--- config.mk ---
export PLATFORM = sky130hd
export DESIGN_NAME = issue_window
export DESIGN_NICKNAME = d
export VERILOG_FILES = /design/src/rtl/issue_window.sv
export SDC_FILE = /design/constraint.sdc
export NUM_CORES = 1
export LEC_CHECK = 0
export CAP_MARGIN = 30
export CELL_PAD_IN_SITES_DETAIL_PLACEMENT = 1
export CELL_PAD_IN_SITES_GLOBAL_PLACEMENT = 1
export CORE_ASPECT_RATIO = 0.5
export CORE_MARGIN = 2
export CORE_UTILIZATION = 32
export CTS_CLUSTER_SIZE = 16
export DETAILED_ROUTE_END_ITERATION = 8
export PLACE_DENSITY_LB_ADDON = 0.1
export SLEW_MARGIN = 20
export SYNTH_ARGS = -nofsm -noshare
export SYNTH_HDL_FRONTEND = slang
export SYNTH_SLANG_ARGS = --single-unit
--- constraint.sdc ---
create_clock -name clk -period 11.35 [get_ports clk]
set_input_delay 1.7025 -clock clk [delete_from_list [all_inputs] [get_ports clk]]
set_output_delay 1.7025 -clock clk [all_outputs]
set_load 0.005 [all_outputs]
--- src/rtl/issue_window.sv ---
// issue_window: N-wide in-order issue stage. It picks the longest legal group from the FIFO head,
// registers it onto the issue slots, tracks branch delay slots and keeps performance counters.
module issue_window #(
   parameter int ISSUE_W = 2,
   parameter int CNT_W   = 32
) (
   input  logic                         clk,
   input  logic                         rst,
   input  logic                         stall,
   input  logic                         flush,
   input  logic                         single_mode,
   input  logic [64*ISSUE_W-1:0]        fifo_data,
   input  logic [ISSUE_W-1:0]           fifo_ok,
   input  logic [ISSUE_W-1:0]           hint_w_ena,
   input  logic [5*ISSUE_W-1:0]         hint_w_dst,
   input  logic [5*ISSUE_W-1:0]         hint_rs,
   input  logic [5*ISSUE_W-1:0]         hint_rt,
   input  logic [ISSUE_W-1:0]           hint_jmp,
   input  logic [ISSUE_W-1:0]           hint_ls,
   input  logic [ISSUE_W-1:0]           hint_hilo,
   input  logic [ISSUE_W-1:0]           hint_cop0,
   output logic [$clog2(ISSUE_W+1)-1:0] pop_cnt,
   output logic [ISSUE_W-1:0]           iss_valid,
   output logic [32*ISSUE_W-1:0]        iss_pc,
   output logic [32*ISSUE_W-1:0]        iss_inst,
   output logic [ISSUE_W-1:0]           iss_in_ds,
   output logic [ISSUE_W-1:0]           iss_adel,
   output logic [CNT_W-1:0]             perf_inst,
   output logic [CNT_W-1:0]             perf_multi,
   output logic [CNT_W-1:0]             perf_stall
);

   localparam int PW = $clog2(ISSUE_W+1);

   typedef enum logic {DS_IDLE = 1'b0, DS_PEND = 1'b1} ds_state_e;

   ds_state_e              ds_q, ds_d;
   logic [ISSUE_W:0]       grp_s;
   logic                   end_s, cls_s, raw_s;
   logic [PW-1:0]          pop_s;
   logic [ISSUE_W-1:0]     in_ds_s, adel_s;
   logic [ISSUE_W-1:0]     iss_valid_q, iss_valid_d, iss_in_ds_q, iss_in_ds_d, iss_adel_q, iss_adel_d;
   logic [32*ISSUE_W-1:0]  iss_pc_q, iss_pc_d, iss_inst_q, iss_inst_d;
   logic [CNT_W-1:0]       perf_inst_q, perf_inst_d, perf_multi_q, perf_multi_d, perf_stall_q, perf_stall_d;
   logic                   unused_hints_s;

   // Slot 0 sources and the youngest slot's destination never feed a hazard check.
   assign unused_hints_s = ^{hint_rs[4:0], hint_rt[4:0], hint_w_ena[ISSUE_W-1], hint_w_dst[5*ISSUE_W-1 -: 5]};

   // Group selection: forward pass for legality, backward pass drops jumps lacking their delay slot.
   always_comb begin
      grp_s = '0;
      end_s = 1'b0;
      cls_s = 1'b0;
      raw_s = 1'b0;
      if (!rst && !stall && !flush) begin
         grp_s[0] = fifo_ok[0];
         end_s    = (ds_q == DS_PEND);
         cls_s    = hint_ls[0] | hint_hilo[0] | hint_cop0[0];
         for (int i = 1; i < ISSUE_W; i++) begin
            raw_s = 1'b0;
            for (int j = 0; j < i; j++) begin
               if (hint_w_ena[j] &&
                   ((hint_w_dst[5*j +: 5] == hint_rs[5*i +: 5] && hint_rs[5*i +: 5] != 5'd0) ||
                    (hint_w_dst[5*j +: 5] == hint_rt[5*i +: 5] && hint_rt[5*i +: 5] != 5'd0))) begin
                  raw_s = 1'b1;
               end else begin
                  raw_s = raw_s;
               end
            end
            grp_s[i] = grp_s[i-1] & ~end_s & fifo_ok[i] & ~single_mode & ~cls_s & ~hint_cop0[i] &
                       (hint_jmp[i-1] | ~raw_s);
            end_s    = end_s | hint_jmp[i-1];
            cls_s    = cls_s | hint_ls[i] | hint_hilo[i] | hint_cop0[i];
         end
         for (int i = ISSUE_W-1; i >= 1; i--) begin
            if (grp_s[i] && hint_jmp[i] && !grp_s[i+1]) begin
               for (int k = i; k < ISSUE_W; k++) begin
                  grp_s[k] = 1'b0;
               end
            end else begin
               grp_s = grp_s;
            end
         end
      end else begin
         grp_s = '0;
      end
   end

   // Per-slot side information and the pop count.
   always_comb begin
      pop_s   = '0;
      in_ds_s = '0;
      adel_s  = '0;
      for (int i = 0; i < ISSUE_W; i++) begin
         pop_s     = pop_s + PW'(grp_s[i]);
         in_ds_s[i] = (i == 0) ? (ds_q == DS_PEND) : hint_jmp[(i == 0) ? 0 : i-1];
         adel_s[i] = (fifo_data[64*i+32 +: 2] != 2'b00);
      end
   end

   assign pop_cnt = pop_s;

   // Delay-slot tracker: a lone slot-0 jump leaves its delay slot for a later cycle.
   always_comb begin
      ds_d = ds_q;
      if (flush) begin
         ds_d = DS_IDLE;
      end else if (stall) begin
         ds_d = ds_q;
      end else if (ds_q == DS_PEND) begin
         ds_d = grp_s[0] ? DS_IDLE : DS_PEND;
      end else if (grp_s[0] && hint_jmp[0] && !grp_s[1]) begin
         ds_d = DS_PEND;
      end else begin
         ds_d = DS_IDLE;
      end
   end

   // Next values of the issue registers and counters.
   always_comb begin
      iss_valid_d  = iss_valid_q;
      iss_pc_d     = iss_pc_q;
      iss_inst_d   = iss_inst_q;
      iss_in_ds_d  = iss_in_ds_q;
      iss_adel_d   = iss_adel_q;
      perf_inst_d  = perf_inst_q + CNT_W'(pop_s);
      perf_multi_d = perf_multi_q;
      perf_stall_d = perf_stall_q;
      if (flush) begin
         iss_valid_d = '0;
      end else if (stall) begin
         iss_valid_d = iss_valid_q;
      end else begin
         iss_valid_d = grp_s[ISSUE_W-1:0];
         iss_in_ds_d = in_ds_s;
         iss_adel_d  = adel_s;
         for (int i = 0; i < ISSUE_W; i++) begin
            iss_pc_d[32*i +: 32]   = fifo_data[64*i+32 +: 32];
            iss_inst_d[32*i +: 32] = fifo_data[64*i +: 32];
         end
      end
      if (int'(pop_s) >= 2) begin
         perf_multi_d = perf_multi_q + CNT_W'(1'b1);
      end else begin
         perf_multi_d = perf_multi_q;
      end
      if (stall && fifo_ok[0] && !flush) begin
         perf_stall_d = perf_stall_q + CNT_W'(1'b1);
      end else begin
         perf_stall_d = perf_stall_q;
      end
   end

   // State, issue and counter registers.
   always_ff @(posedge clk) begin
      if (rst) begin
         ds_q         <= DS_IDLE;
         iss_valid_q  <= '0;
         iss_pc_q     <= '0;
         iss_inst_q   <= '0;
         iss_in_ds_q  <= '0;
         iss_adel_q   <= '0;
         perf_inst_q  <= '0;
         perf_multi_q <= '0;
         perf_stall_q <= '0;
      end else begin
         ds_q         <= ds_d;
         iss_valid_q  <= iss_valid_d;
         iss_pc_q     <= iss_pc_d;
         iss_inst_q   <= iss_inst_d;
         iss_in_ds_q  <= iss_in_ds_d;
         iss_adel_q   <= iss_adel_d;
         perf_inst_q  <= perf_inst_d;
         perf_multi_q <= perf_multi_d;
         perf_stall_q <= perf_stall_d;
      end
   end

   assign iss_valid  = iss_valid_q;
   assign iss_pc     = iss_pc_q;
   assign iss_inst   = iss_inst_q;
   assign iss_in_ds  = iss_in_ds_q;
   assign iss_adel   = iss_adel_q;
   assign perf_inst  = perf_inst_q;
   assign perf_multi = perf_multi_q;
   assign perf_stall = perf_stall_q;

endmodule

After elaboration in Yosys (flattened, before gate mapping)
Index checks and enable logic that the tools add are counted.
Widths: inputs -> output; s select.
- $add $sub $neg: 4
- $mul: 0
- divide/modulo/power cells: 0
- order comparisons: 1
- equality and inequality tests: 2
- shifts and indexed selects: 0
- muxes and demuxes: 7
- bitwise gates (word level): 16
- reduce and logical (&&, ||, !) cells: 21
- operators with widths (kind ; number):
    $add 32x1->32 const B ; 2
    $add 32x2->32 ; 1
    $eq 5x5->1 ; 2
    $logic_and 1x1->1 ; 10
    $reduce_bool 5->1 ; 2
    $not 1->1 ; 7
    $and 1x1->1 ; 6
    $mux 1 ; 6
    $logic_not 1->1 ; 4
    $reduce_bool 2->1 ; 2
    $or 1x1->1 ; 3
    $add 1x1->2 ; 1
    $ge 2x2->1 const B ; 1
    $mux 2 ; 1
    $reduce_and 2->1 ; 1
    $reduce_or 2->1 ; 1
    $logic_or 1x1->1 ; 1
- register bits after elaboration: 231
- bits in latches: 0
- memory bits (writable): 0
- ROM bits: 0
- bits of input ports: 175
- output and inout bits: 232
- word-level logic and storage cells: 60
- memories: 0

Depth between registers and ports, before layout
- word-level depth: 16
- depth in mapped cells: 13
- gate-level depth less buffers: 12

Worst setup path after synthesis
No wires, ideal clock.
- path kind: input-to-reg
- start: input stall
- end: register perf_inst_q[30], in the netlist perf_inst[30]
- setup time: 0.121 ns
- arrival: 4.752 ns
- setup slack: 6.478 ns
- stages on the path: 13
- buffers on the path: 3
- path through: clkbuf_1 > nor4b_1 > and3_1 > o311a_1 > ha_1 > buf_4 > inv_1 > fa_1 > nand3b_1 > or2_1 > clkbuf_1 > nor4_1 > mux2_2
- longest elaborated chain between the ends: 6
- ends and longest elaborated chain (what ; line ; text):
    start: declaration ; 9 ; input logic stall,
    $logic_not 1->1 ; 56 ; if (!rst && !stall && !flush) begin
    $logic_and 1x1->1 (2 in a row) ; 56 ;
    $mux 2 ; 56 ;
    net grp_s[0] ; 38 ; logic [ISSUE_W:0] grp_s;
    $add 1x1->2 ; 96 ; pop_s = pop_s + PW'(grp_s[i]);
    net pop_cnt[1] ; 22 ; output logic [$clog2(ISSUE_W+1)-1:0] pop_cnt,
    $add 32x2->32 ; 127 ; perf_inst_d = perf_inst_q + CNT_W'(pop_s);
    end signal: assignment ; 174 ; perf_inst_q <= perf_inst_d;
    end: declaration ; 44 ; logic [CNT_W-1:0] perf_inst_q, perf_inst_d, perf_multi_q, perf_multi_d, perf_stall_q, perf_stall_d;
The timed path passes the listed nets, and every way through them passes these cells.
A chain may end at the register's enable or synchronous reset.

Final worst setup path
- start: input stall
- end: output pop_cnt[1]
- longest elaborated chain between the ends: 5
- ends and longest elaborated chain (what ; line):
    $logic_not 1->1 ; 56
    $logic_and 1x1->1 (2 in a row) ; 56
    $mux 2 ; 56
    net grp_s[0] ; 38
    $add 1x1->2 ; 96
    end: declaration ; 22
The timed path passes the listed nets, and every way through them passes these cells.

==> flow_summary.toml <==
[placement]
port_buffers = 388
hpwl_mm = 23.9
gp_congestion = 0.823
dp.cells = 1859

[clocking]
ctsResizeCount = 0
clk_path_buf_depth = 3
numCtsBuffers = 24
path_clk_slew_ps = 60
ctsRootBufferMaster = "clkbuf_16"
clkLatencyLatePin_ps = 530
cts_hold_buf = 0
post_cts_buffers = 0
cts_tree = "built"
htreeDepth = 1
cts_sinks = 231

[logic_synthesis]
synth_edf_count = 0
seq_area_frac_synth_pct = 49.5
synthArstFlopShare_pct = 0
yosysTopAreaCell = "dfxtp_1"
ys.flop_type = "dfxtp_1"
syn_inst = 1149
syn-cell-area_sq_mm = 0.00935
yosys_warnings = 0
yosysTopAreaCellShare_pct = 49.5
avgSynthCellArea_sq_um = 8.14
ys_seq_elements = 231
synth_nets = 1330
synth_cell_types = 41
synth.top_cells.by_area = "dfxtp_1 49%, nand2_1 12%, a21oi_1 10%, or4_1 3.7%, o31ai_1 3.1%"

[run_status]
status = "finished, final reports clean"

[worst_setup_path]
cp-start-kind = "input port"
timing_worst_setup_path_type = "input port to primary output"
crit_path_end_kind = "primary output"
required_ps = 9650
critical_path.max_fanout = 9
crit_arrival_ps = 4510

[timing]
setup_viol = 0
tightestPinTransition_ps = 930
slew_viol_final = 0
max_freq_ghz = 0.161
skew_ps = 9.55
relSlewSlack_pct = 38.0
rsz0062_at_grt = "no"
period_needed_ps = 6210
setup_tns_ps = 0
hold_violations = 0
fin_crit_sh_pct = 54.7

[final_layout]
areaGrowthSynthToFinish_pct = 53.1
drive_gt1_share_pct = 3.90
layout.cells.non_filler = 1903
nets = 1675

[die]
num_rows = 44
io_pins = 407
die_w_um = 246
die_h_um = 125
start_util_pct = 32.4
design.die.area_sq_mm = 0.0307
core_region_area_sq_mm = 0.0288

[global_routing]
grt_max_degree = 96
grt_pass1_vias = 9589
grt_pass1_wl_mm = 52.1
track_usage_pct = 20.8
globalRouteOverflowTotal = 0
grt_antenna_before_repair = 2

[power]
ir_drop_uv = 90.8
p_sw_share_pct = 22.7
pwr-share-seq_pct = 46.0
p_leak_nw = 4.78
pwr_density_cell_mw_per_mm2 = 128
pwr-share-comb_pct = 9.4
p_int_mw = 1.42
clockPowerShare_pct = 44.5
p_sw_mw = 0.416

[routing]
wl_per_cell_um = 17.6
vias_per_cell = 5.04
dr_total_vias = 9591
ant_nets = 0
drtIter0Drc = 300
routed_wl_mm = 33.5
firstDrtPassIters = 4
route.detailed.drc = 0

[flow_run]
cap_violations = 0

[worst_hold_path]
hp-class = "flop to flop"
-- cells in the mapped netlist (12+ instances only) --
master	n
nand2_1	295
dfxtp_1	231
a21oi_1	187
clkbuf_1	68
nor2_1	47
or4_1	46
o31ai_1	39
nand4_1	26
inv_1	22
nand3_1	21
xnor2_1	21
or3_1	18
xor2_1	18
o21ai_0	17
nor4_1	12
-- final cells by class --
class | instances | area [sq um]
Fill cell | 3329 | 14500
Sequential cell | 231 | 4620
Multi-Input combinational cell | 821 | 4350
Timing Repair Buffer | 394 | 3950
Tap cell | 391 | 489
Clock buffer | 37 | 761
Clock inverter | 6 | 57.6
Inverter | 22 | 82.6
Antenna cell | 1 | 2.50
-- critical path: stages --
cell and delay (ps):
clkdlybuf4s50_1 600, nor4b_1 690, and3_1 270, o311a_1 210, ha_1 410, clkdlybuf4s50_1 610
-- state kept, by name (all words and copies together) (netlist names) --
signal,flops
perf_inst,32
ds_q,1
iss_valid,2
iss_inst,64
perf_multi,32
iss_adel,2
perf_stall,32
iss_pc,64
iss_in_ds,2
-- kinds of logic after synthesis --
logic type      Yosys count  synth area share [%]
simple gates            519                  26.3
compound gates          248                  14.5
flops                   231                  49.5
buf+inv                  97                  4.15
xor+xnor                 39                  3.65
mux                       9                  1.06
fa+ha+maj                 6                 0.883
-- layer usage --
metal	vias up	GRT usage, %	wire length (um)
li1	4672	-	-
met1	4656	24.5	14100
met2	198	37.9	16900
met5	-	0	11
met3	63	4.01	1380
met4	2	6.84	1080
-- metrics by stage --
stage / worst slack (ps) / instance area (sq um) / total power, mW / hold slack [ps] / util (%)
floorplan: 6480 / 9350 / 0.916 / 453 / -
global placement: 5190 / 13500 / 1.03 / 441 / 46.7
detailed placement: 5070 / 13500 / 1.04 / 447 / 46.8
CTS: 5080 / 14300 / 1.86 / 457 / 49.6
global route: 5020 / 14300 / 1.91 / 475 / 49.6
finish: 5140 / 14300 / 1.83 / 454 / 49.6
-- worst paths after layout --
path | slack (ps) | to | startpoint | depth (start not counted)
worst max-delay path | 5140 | pop_cnt[1] | stall | 6
worst min-delay path | 450 | iss_pc[30] | iss_pc[30] | 2
worst max register to register | 7570 | perf_inst[26] | ds_q | 10
worst min register to register | 450 | iss_pc[30] | iss_pc[30] | 2
-- layout by cell type, fill, tap and decap left out, drive strengths merged, types with 10 or more instances in the layout --
cell           instances
nand2                295
and4                  10
nor4                  12
inv                   22
o31ai                 39
clkbuf                37
nand3                 21
o21ai                 17
or3                   18
nand4                 27
nor2                  47
dfxtp                231
clkdlybuf4s50        387
or4                   46
xor2                  18
a21oi                187
xnor2                 21
nor3                  11
-- power by group through the flow --
stage / Sequential [mW] / Clock (mW) / Combinational (mW)
2_1_floorplan: 0.863 / 0 / 0.0528
3_3_place_gp: 0.861 / 0 / 0.170
3_5_place_dp: 0.862 / 0 / 0.175
4_1_cts: 0.844 / 0.842 / 0.176
5_1_grt: 0.846 / 0.880 / 0.188
6_report: 0.844 / 0.816 / 0.173
No activity file was read; power rests on OpenSTA's default activity.
